### config.mk
export PLATFORM = sky130hd
export DESIGN_NAME = car_detector
export DESIGN_NICKNAME = d
export VERILOG_FILES = /design/src/rtl/tlc_pkg.sv /design/src/rtl/sync_2ff.sv /design/src/rtl/car_detector.sv
export SDC_FILE = /design/constraint.sdc
export NUM_CORES = 1
export LEC_CHECK = 0
export CORE_ASPECT_RATIO = 0.75
export CORE_MARGIN = 2
export CORE_UTILIZATION = 51
export CTS_CLUSTER_DIAMETER = 150
export CTS_CLUSTER_SIZE = 30
export DETAILED_ROUTE_END_ITERATION = 7
export HOLD_SLACK_MARGIN = 0.1
export PLACE_DENSITY = 0.75
export SLEW_MARGIN = 20
export SYNTH_ARGS = -nofsm -noshare
export SYNTH_HDL_FRONTEND = slang
export SYNTH_HIERARCHICAL = 1
export SYNTH_SLANG_ARGS = --single-unit
### constraint.sdc
create_clock -name clk -period 1.9 [get_ports clk]
set_input_delay 0.285 -clock clk [delete_from_list [all_inputs] [get_ports clk]]
set_output_delay 0.285 -clock clk [all_outputs]
set_load 0.03 [all_outputs]
### src/rtl/tlc_pkg.sv
// tlc_pkg: shared types for the traffic-light controller and its lane detector
`timescale 1ns/1ps
package tlc_pkg;
  typedef enum logic {YES = 1'b0, NO = 1'b1} boolean_t;
  typedef enum logic [2:0] {ABSENT, ARRIVING, PRESENT, DEPARTING, STUCK} det_state_t;
endpackage

### src/rtl/sync_2ff.sv
// sync_2ff: two-flop synchronizer, both stages reset to 0
`timescale 1ns/1ps
module sync_2ff (
  input  logic clk,
  input  logic rst,
  input  logic d,
  output logic q
);
  logic [1:0] ff_q, ff_d;
  // shift the raw input through both stages
  always_comb ff_d = {ff_q[0], d};
  // synchronizer stages
  always_ff @(posedge clk or posedge rst)
    if (rst) ff_q <= '0;
    else ff_q <= ff_d;
  assign q = ff_q[1];
endmodule

### src/rtl/car_detector.sv
// car_detector: turns the raw farm-road loop signal into a debounced car_present flag
`timescale 1ns/1ps
module car_detector
  import tlc_pkg::*;
#(
  parameter int DEBOUNCE  = 4,
  parameter int HOLD      = 8,
  parameter int STUCK_MAX = 1024,
  parameter int CNT_W     = 8
) (
  input  logic             clk,
  input  logic             rst,
  input  logic             loop_raw,
  input  logic             sample_en,
  input  logic             clear_fault,
  output logic             car_present,
  output logic             car_arrive,
  output logic [CNT_W-1:0] car_count,
  output logic             fault
);
  localparam int DMAX = (DEBOUNCE > HOLD) ? DEBOUNCE : HOLD;
  localparam int DW   = $clog2(DMAX + 1);
  localparam int SW   = $clog2(STUCK_MAX + 1);
  logic             s;
  det_state_t       state_q, state_d;
  logic [DW-1:0]    deb_q, deb_d;
  logic [SW-1:0]    stuck_q, stuck_d, stuck_inc;
  logic [CNT_W-1:0] count_q, count_d;
  logic             arrive_q, arrive_d;
  boolean_t         present_q, present_d;
  logic             fault_q, fault_d;
  sync_2ff u_sync (
    .clk (clk),
    .rst (rst),
    .d   (loop_raw),
    .q   (s)
  );
  assign stuck_inc = stuck_q + SW'(1);
  // next state, counters and registered outputs; an arrival overrides the case result
  always_comb begin
    state_d  = state_q;
    deb_d    = deb_q;
    stuck_d  = stuck_q;
    count_d  = count_q;
    arrive_d = 1'b0;
    if (state_q == STUCK) begin
      if (clear_fault && !s) begin
        state_d = ABSENT;
        deb_d   = '0;
        stuck_d = '0;
      end
    end else if (sample_en) begin
      case (state_q)
        ABSENT: if (s) begin
          arrive_d = (DEBOUNCE == 1);
          state_d  = ARRIVING;
          deb_d    = DW'(1);
        end
        ARRIVING: if (!s) begin
          state_d = ABSENT;
          deb_d   = '0;
        end else if (deb_q == DW'(DEBOUNCE - 1)) arrive_d = 1'b1;
        else deb_d = deb_q + DW'(1);
        PRESENT: if (s) begin
          stuck_d = stuck_inc;
          state_d = (stuck_inc == SW'(STUCK_MAX)) ? STUCK : PRESENT;
        end else begin
          state_d = (HOLD == 1) ? ABSENT : DEPARTING;
          deb_d   = (HOLD == 1) ? DW'(0) : DW'(1);
          stuck_d = (HOLD == 1) ? SW'(0) : stuck_q;
        end
        DEPARTING: if (s) begin
          stuck_d = stuck_inc;
          deb_d   = '0;
          state_d = (stuck_inc == SW'(STUCK_MAX)) ? STUCK : PRESENT;
        end else if (deb_q == DW'(HOLD - 1)) begin
          state_d = ABSENT;
          deb_d   = '0;
          stuck_d = '0;
        end else deb_d = deb_q + DW'(1);
        default: ;
      endcase
      if (arrive_d) begin
        state_d = PRESENT;
        deb_d   = '0;
        stuck_d = SW'(DEBOUNCE);
        count_d = (&count_q) ? count_q : count_q + CNT_W'(1);
      end
    end
    present_d = (state_d == ABSENT || state_d == ARRIVING) ? NO : YES;
    fault_d   = (state_d == STUCK);
  end
  // state, counters and output registers
  always_ff @(posedge clk or posedge rst)
    if (rst) begin
      state_q   <= ABSENT;
      deb_q     <= '0;
      stuck_q   <= '0;
      count_q   <= '0;
      arrive_q  <= 1'b0;
      present_q <= NO;
      fault_q   <= 1'b0;
    end else begin
      state_q   <= state_d;
      deb_q     <= deb_d;
      stuck_q   <= stuck_d;
      count_q   <= count_d;
      arrive_q  <= arrive_d;
      present_q <= present_d;
      fault_q   <= fault_d;
    end
  assign car_present = present_q;
  assign car_arrive  = arrive_q;
  assign car_count   = count_q;
  assign fault       = fault_q;
endmodule

After elaboration in Yosys (flattened, before gate mapping)
Cells that the tools add are included.
{ "totals": {"elab_cells": 78, "out_inout_bits": 11, "regBits": 31} }
{ "op_classes": {"n_bitwise": 2, "eq_ne": 15, "n_addsub": 3, "n_reduce_logical": 12, "n_mux": 38} }
{ "op_table": {"columns": ["op", "n"], "rows": [
  ["2-to-1 mux 11 bit", 7],
  ["2-to-1 mux 4 bit", 10],
  ["2-to-1 mux 3 bit", 10],
  ["case mux 11 bit (2 select lines)", 1],
  ["case mux 4 bit (4 select lines)", 1],
  ["case mux 3 bit (4 select lines)", 1],
  ["adder 11 x 1 -> 11 bit (second input constant)", 1],
  ["== test 11 bit (second input constant)", 1],
  ["adder 8 x 1 -> 8 bit (second input constant)", 1],
  ["2-to-1 mux 1 bit", 8],
  ["inequality test 4 x 3 -> 1 bit (second input constant)", 2],
  ["AND reduction 8 bit", 1],
  ["== test 3 x 1 -> 1 bit (second input constant)", 2],
  ["== test 3 x 2 -> 1 bit (second input constant)", 2],
  ["== test 3 bit (second input constant)", 2],
  ["zero test 3 bit", 2],
  ["AND reduction 6 bit", 1],
  ["nonzero test 6 bit", 1],
  ["inequality test 5 x 4 -> 1 bit (second input constant)", 1],
  ["inequality test 5 bit (second input constant)", 1],
  ["AND reduction 5 bit", 1],
  ["adder 4 x 1 -> 4 bit (second input constant)", 1],
  ["== test 4 x 2 -> 1 bit (second input constant)", 1],
  ["== test 4 x 3 -> 1 bit (second input constant)", 1],
  ["other kinds (9)", 10]
]} }

Logic depth before layout (Yosys ltp)
Gate-level depths: netlist of run 1.
{ "logic_depth": {"ltp_word": 12, "depth_mapped": 7, "mapped_depth_nobuf": 6} }

By module
The synthesis of run 1 kept the hierarchy.
{ "modules_own_cells": {"columns": ["mod", "instances", "area_each_um2", "seq_area_each_um2", "cells_per_inst"], "rows": [
  ["car_detector", 1, 1751.7, 726.9, 184],
  ["sync_2ff", 1, 53.8, 50.0, 3]
]} }

Worst setup path before layout of run 1
OpenSTA, ideal clock, no wires.
{ "synth_path": {"path_type": "register to register", "startpoint": "register stuck_q[0]", "endpoint": "register fault_q (netlist: fault)", "stages_incl_launch_ff": 7, "n_path_buf": 0, "t_required_ps": 1822, "setup_ps": 78, "path_slack_ps": -110, "t_arrival_ps": 1933, "path_cell_list": "dfrtp_1 ha_1 nand4_2 or4_4 a2111oi_4 o2111ai_1 a21oi_1"} }
{ "synth_via": {"elab_chain_len": 9, "word_cells_on_any_way": 10, "classes_between": "add/sub: 1; eq/ne: 2; mux: 7"} }
{ "synth_lines": {"columns": ["element", "line", "source"], "rows": [
  ["from (decl)", "car_detector.sv:27", "logic [SW-1:0] stuck_q, stuck_d, stuck_inc;"],
  ["from (signal assigned)", "car_detector.sv:106", "stuck_q <= stuck_d;"],
  ["adder 11 x 1 -> 11 bit (*)", "car_detector.sv:38", "assign stuck_inc = stuck_q + SW'(1);"],
  ["== test 11 bit (*)", "car_detector.sv:66, car_detector.sv:75", null],
  ["2-to-1 mux 3 bit (*)", "car_detector.sv:66, car_detector.sv:75", null],
  ["2-to-1 mux 3 bit (on tied branches)", "car_detector.sv:72, car_detector.sv:64", null],
  ["case mux 3 bit (4 select lines) (*)", "car_detector.sv:53", "case (state_q)"],
  ["2-to-1 mux 3 bit (*)", "car_detector.sv:83", "if (arrive_d) begin"],
  ["2-to-1 mux 3 bit (*)", "car_detector.sv:52", "end else if (sample_en) begin"],
  ["2-to-1 mux 3 bit (*)", "car_detector.sv:46", "if (state_q == STUCK) begin"],
  ["== test 3 bit (*)", "car_detector.sv:91", "fault_d = (state_d == STUCK);"],
  ["net fault_d", "car_detector.sv:31", "logic fault_q, fault_d;"],
  ["to (signal assigned)", "car_detector.sv:110", "fault_q <= fault_d;"],
  ["to (decl)", "car_detector.sv:31", null]
]} }
Mark *: on every way through the listed nets, which the timed path passes. The rest lies on a longest branch.
A chain may end at the register's enable or synchronous reset.

Final worst setup path of run 1
{ "layout_path": {"startpoint": "register stuck_q[1]", "endpoint": "register fault_q (netlist: fault)"} }
Same word-level chain as after synthesis.

==> results.json, run 1 <==
{
  "gp_congestion": 0.865,
  "crit_end": "fault",
  "numCtsBuffers": 5,
  "clockBufferDepth": 2,
  "p_leak_nw": 0.999,
  "nNetsFinal": 237,
  "syn_nets": 195,
  "rr_startpoint": "stuck_q[1]",
  "finalWirelength_um": 4270,
  "critPathKind": "reg -> reg",
  "cts-root-buf": "clkbuf_8",
  "overflow": 0,
  "critPathMaxFanout": 3,
  "start_util_pct": 54.2,
  "h-tree-depth": 2,
  "fin_skew_ns": 0.00565,
  "rsz0062_at_grt": "true",
  "dieArea_sq_mm": 0.00404,
  "yosysUniqueCellTypes": 55,
  "startpoint": "stuck_q[1]",
  "cts_tree": "yes",
  "path_clk_slew_ns": 0.06,
  "layout_common_cells": "dfrtp_1, buf_4, o21ai_0",
  "drv_cap": 0,
  "worstMarginPinSlew_ns": 0.471,
  "syn_to_final_growth_pct": 28.1,
  "row_count": 18,
  "drc_errors": 0,
  "cts_sinks": 31,
  "dp_hpwl_um": 3040,
  "crit_buf_inv": 0,
  "ys_warn_count": 6,
  "fp.coreArea_sq_mm": 0.00333,
  "hp-class": "in -> async",
  "antenna_left": 0,
  "required_ns": 2.11,
  "grt_pass1_vias": 1512,
  "period_needed_ns": 1.95,
  "worst_hold_slack_ns": 0.187,
  "pin_count": 16,
  "cp_num_cells": 6,
  "async_reset_ff_share_pct": 100,
  "cp_cell_sequence": "ha_4, nand4_4, or4_4, a2111oi_4, o2111ai_1, a21oi_1",
  "hold_violations": 0,
  "final-setup-viol-count": 2,
  "yosys.area.top_type": "dfrtp_1",
  "dp.cells": 260,
  "antenna_found_initial": 0,
  "layout_commonest_cell": "dfrtp_1",
  "synth_cells": 187,
  "drt_iter0_markers": 204,
  "antennaDiodeCount": 0,
  "ys_seq_area_share_pct": 43.0,
  "slew_viol_final": 0,
  "r2r_setup_slack_ns": -0.05,
  "die_h_um": 55.5,
  "grt_pass1_wl_um": 7250,
  "first_pass_iters": 4,
  "ys_ff_latch": 31,
  "fin_total_pwr_mw": 2.13,
  "syn_area_sq_mm": 0.00181,
  "fin_cells": 270,
  "cpPeakStageDelay_ns": 0.52,
  "avgRoutedWirePerCell_um": 15.8,
  "worstSetupStartpointType": "flip-flop",
  "status": "finished with violations",
  "num_vias": 1612,
  "grt_max_degree": 20,
  "synth.top_cell.area_share_pct": 41.6,
  "ctsHoldBuffers": 0,
  "drive_gt1_share_pct": 22.6,
  "powerDensity_mw_per_mm2": 921,
  "reg2reg_depth": 6,
  "end_kind": "flip-flop",
  "die_w_um": 72.7,
  "synth_edf_count": 0,
  "io_buffers": 15,
  "syn_area_per_cell_sq_um": 9.65,
  "r2r-end": "fault",
  "cp_slowest_cell": "or4_4",
  "clk_latency_ns": 0.29,
  "critPathTopFamily": "compound AO/OA/AOI/OAI gates",
  "fin_crit_sh_pct": 103,
  "layout_setup_ws_ns": -0.0518,
  "max_freq_mhz": 512,
  "peakVddDrop_uv": 760,
  "slew_headroom_pct": 68.5,
  "violations": "setup timing",
  "via_per_inst": 5.97,
  "arrival_ns": 2.16,
  "ys.flop_type": "dfrtp_1",
  "track_usage_pct": 23.5,
  "netlist_top_cells_area": "dfrtp_1, o21ai_0, xor2_1"
}
[routing by layer]
metal | share of wire [%] | routed length [um] | global-route usage (%)
met1 | 44 | 1880 | 33.0
met2 | 47 | 2000 | 34.0
met3 | 7.2 | 308 | 5.84
met4 | 1.8 | 77 | 10.8
met5 | 0 | 0 | 0
[cells in the mapped netlist, drive strengths merged, types with 3 or more instances]
| cell | count |
|---|---|
| dfrtp | 30 |
| o21ai | 20 |
| nand2 | 12 |
| a21oi | 9 |
| nand3 | 9 |
| inv | 8 |
| nor2 | 8 |
| xor2 | 7 |
| clkbuf | 6 |
| nor3 | 6 |
| nand4 | 5 |
| nor2b | 5 |
| a31oi | 4 |
| o21a | 4 |
| a211oi | 3 |
| a22o | 3 |
| and2 | 3 |
| and3 | 3 |
| ha | 3 |
| nand2b | 3 |
| nand3b | 3 |
| o31ai | 3 |
| xnor2 | 3 |
[metrics by stage]
stage | worst slack, ns | utilization, % | TNS [ns] | area, sq um
finish | -0.0518 | 69.4 | -0.0562 | 2310
global route | -0.167 | 69.4 | -0.355 | 2310
global placement | 0.00146 | 65.0 | 0 | 2170
detailed placement | -0.140 | 65.0 | -0.369 | 2170
CTS | -0.0593 | 68.6 | -0.0593 | 2290
floorplan | 0.000463 | - | 0 | 1820
[worst reg2reg max path: cells and delay by family, from the launching register on]
kind / cells / cell delay, ns
fa+ha+maj: 1 / 0.16
flops: 1 / 0.39
compound gates: 3 / 0.71
simple gates: 2 / 0.61
[cell type report]
cell class / instances / area [sq um]
multi-input cells: 141 / 990
repair buffers: 42 / 365
well taps: 40 / 50.0
fillers: 249 / 1020
flip-flops and latches: 31 / 777
clock buffers: 8 / 100
inverters: 8 / 30.0
[state kept, by name, indices dropped and copies added, names as in the netlist]
signal,flops
car_arrive,1
car_count,8
car_present,1
deb_q,4
fault,1
state_q,3
stuck_q,11
u_sync/ff_q,2
[power breakdown]
group	switching [mW]	leakage [nW]	internal (mW)
logic	0.371	0.537	0.332
clock network	0.236	0.0515	0.330
registers	0.0991	0.410	0.760
[logic make-up (layout without fill, tap and decap cells)]
kind of cell / Yosys count / in the layout / share of synthesized area [%]
AOI/OAI and AO/OA: 57 / 57 / 22.0
xor gates and xnor gates: 10 / 10 / 4.85
muxes: 2 / 2 / 1.18
adders and majority gates: 3 / 3 / 2.08
DFF: 31 / 31 / 43.0
buffers and inverters: 15 / 58 / 4.50
and+or+nand+nor: 69 / 69 / 22.3
[worst min path at each step]
stage	depth (start not counted)	slack [ns]	end
after floorplan	1	0.03	u_sync/ff_q[0]
after global placement	0	0.34	u_sync/ff_q[1]
after detailed placement	0	0.34	u_sync/ff_q[1]
after CTS	2	0.17	u_sync/ff_q[1]
after global routing	2	0.19	u_sync/ff_q[1]
final	2	0.19	u_sync/ff_q[1]
[timing repair]
action,4_1_cts,5_1_grt
endpoints found under the setup margin,8,10
pin swaps,1,2
gates resized for setup,4,2
buffers inserted,0,2
Note: power is estimated with default switching activity, not from simulation.
==> run 2: changes to the inputs <==
Settings changed: CORE_MARGIN 2 to default.
==> run 2 against run 1 <==
Against the previous run:
- the run ends with DRC, setup timing left
- cell count grew 1.9%
- clock-buffer cell count shrank 2
- sequential cell count is the same
- fmax shrank 0.89%
- critical path type unchanged
- largest power group unchanged
- highest routed layer unchanged
==> results.json, run 2 (synthesis results as in run 1) <==
{
  "end_kind": "flip-flop",
  "slew_viol_final": 0,
  "violations": "DRC, setup timing",
  "arrival_ns": 2.18,
  "fin_skew_ns": 0.00856,
  "grt_max_degree": 20,
  "fin_crit_sh_pct": 104,
  "clk_latency_ns": 0.29,
  "numCtsBuffers": 5,
  "multiInputGateArea_sq_mm": 0.00101,
  "overflow": 0,
  "cts_tree": "yes",
  "die_w_um": 70.7,
  "final-setup-viol-count": 2,
  "fillers": 249,
  "path_clk_slew_ns": 0.07,
  "start_util_pct": 54.2,
  "required_ns": 2.11,
  "cpPeakStageDelay_ns": 0.52,
  "antenna_found_initial": 0,
  "nNetsFinal": 242,
  "antennaDiodeCount": 0,
  "worstMarginPinSlew_ns": 0.513,
  "grt_pass1_wl_um": 6990,
  "top_register": "stuck_q",
  "cts_sinks": 31,
  "drt_iter0_markers": 154,
  "status": "finished with violations",
  "postLayoutCellArea_sq_mm": 0.00238,
  "hp-class": "in -> async",
  "drc_errors": 6,
  "dp_hpwl_um": 3140,
  "cts-root-buf": "clkbuf_8",
  "fin_total_pwr_mw": 2.27,
  "antenna_left": 0,
  "layout_common_cells": "buf_4, dfrtp_1, o21ai_0",
  "row_count": 18,
  "syn_to_final_growth_pct": 32.1,
  "fp.coreArea_sq_mm": 0.00333,
  "cp_cell_sequence": "ha_4, nand4_4, or4_4, a2111oi_4, o2111ai_1, a21oi_1",
  "die_h_um": 53.5,
  "finalWirelength_um": 4490,
  "drive_gt1_share_pct": 25.5,
  "hold_violations": 0,
  "dieArea_sq_mm": 0.00378,
  "powerDensity_mw_per_mm2": 952,
  "worstSetupStartpointType": "flip-flop",
  "rsz0062_at_grt": "true",
  "drv_cap": 0,
  "grt_pass1_vias": 1526,
  "p_leak_nw": 1.02,
  "gp_congestion": 0.869,
  "post_dp_cell_area_sq_mm": 0.00217,
  "cp_slowest_cell": "or4_4",
  "slew_headroom_pct": 65.8,
  "io_buffers": 15,
  "seqCellArea_sq_um": 777,
  "ctsHoldBuffers": 0,
  "peakVddDrop_uv": 631,
  "track_usage_pct": 24.9,
  "pin_count": 16,
  "period_needed_ns": 1.97,
  "critPathKind": "reg -> reg",
  "h-tree-depth": 2,
  "via_per_inst": 5.97,
  "avgRoutedWirePerCell_um": 16.3,
  "layout_setup_ws_ns": -0.0694,
  "num_vias": 1641,
  "critPathMaxFanout": 3,
  "clockBufferDepth": 2,
  "layout_commonest_cell": "buf_4",
  "first_pass_iters": 6,
  "largest_reg_flops": 11,
  "max_freq_mhz": 508
}
run 2: where the power goes:
group | leakage (nW) | total, mW | switching [mW] | internal, mW
Combinational | 0.553 | 0.730 | 0.378 | 0.352
Clock | 0.0612 | 0.678 | 0.254 | 0.424
Sequential | 0.410 | 0.863 | 0.103 | 0.759
Total | 1.02 | 2.27 | 0.735 | 1.54
run 2: layout make-up:
type	instances	area share [%]
Inverter	8	1.26
Tap cell	40	2.10
Sequential cell	31	32.6
Timing Repair Buffer	47	16.9
Multi-Input combinational cell	141	42.2
Clock inverter	2	1.47
Clock buffer	6	3.46
run 2: timing repair:
item                                    CTS  global route
endpoints found under the setup margin    5            11
pin swaps                                 2             7
resized for setup                         3             7
buffers inserted                          1             6
hold endpoints to repair                  0             0
run 2: critical path: cells and delay by family, from the launching register on:
kind	cells	cell delay (ns)
compound gates	3	0.70
simple gates	2	0.62
fa+ha+maj	1	0.17
flops	1	0.40
run 2: worst paths after layout:
check                      slack [ns]      startpoint             end  cells after the start
min                              0.18             rst  u_sync/ff_q[0]                      2
min in group clk                 0.36  u_sync/ff_q[0]  u_sync/ff_q[1]                      0
max in group asynchronous        1.05             rst      stuck_q[8]                      3
min reg2reg                      0.36  u_sync/ff_q[0]  u_sync/ff_q[1]                      0
max reg2reg                     -0.07      stuck_q[1]           fault                      6
max                             -0.07      stuck_q[1]           fault                      6
run 2: stage by stage:
stage	setup slack, ns	hold WS (ns)	util, %	TNS [ns]	std cells
3_5_place_dp	-0.102	0.351	65.0	-0.276	260
4_1_cts	-0.0650	0.184	69.2	-0.101	269
3_3_place_gp	0.00281	0.342	65.0	0	260
2_1_floorplan	0.000463	0.0262	-	0	187
6_report	-0.0694	0.182	71.5	-0.115	275
5_1_grt	-0.211	0.200	71.5	-0.493	275
run 2: routing by layer:
layer	up-vias	part of all wire, %	GRT usage (%)
li1	789	-	-
met5	-	0	0
met4	0	1.6	9.67
met2	48	49	42.3
met3	10	5.7	6.29
met1	794	44	31.2
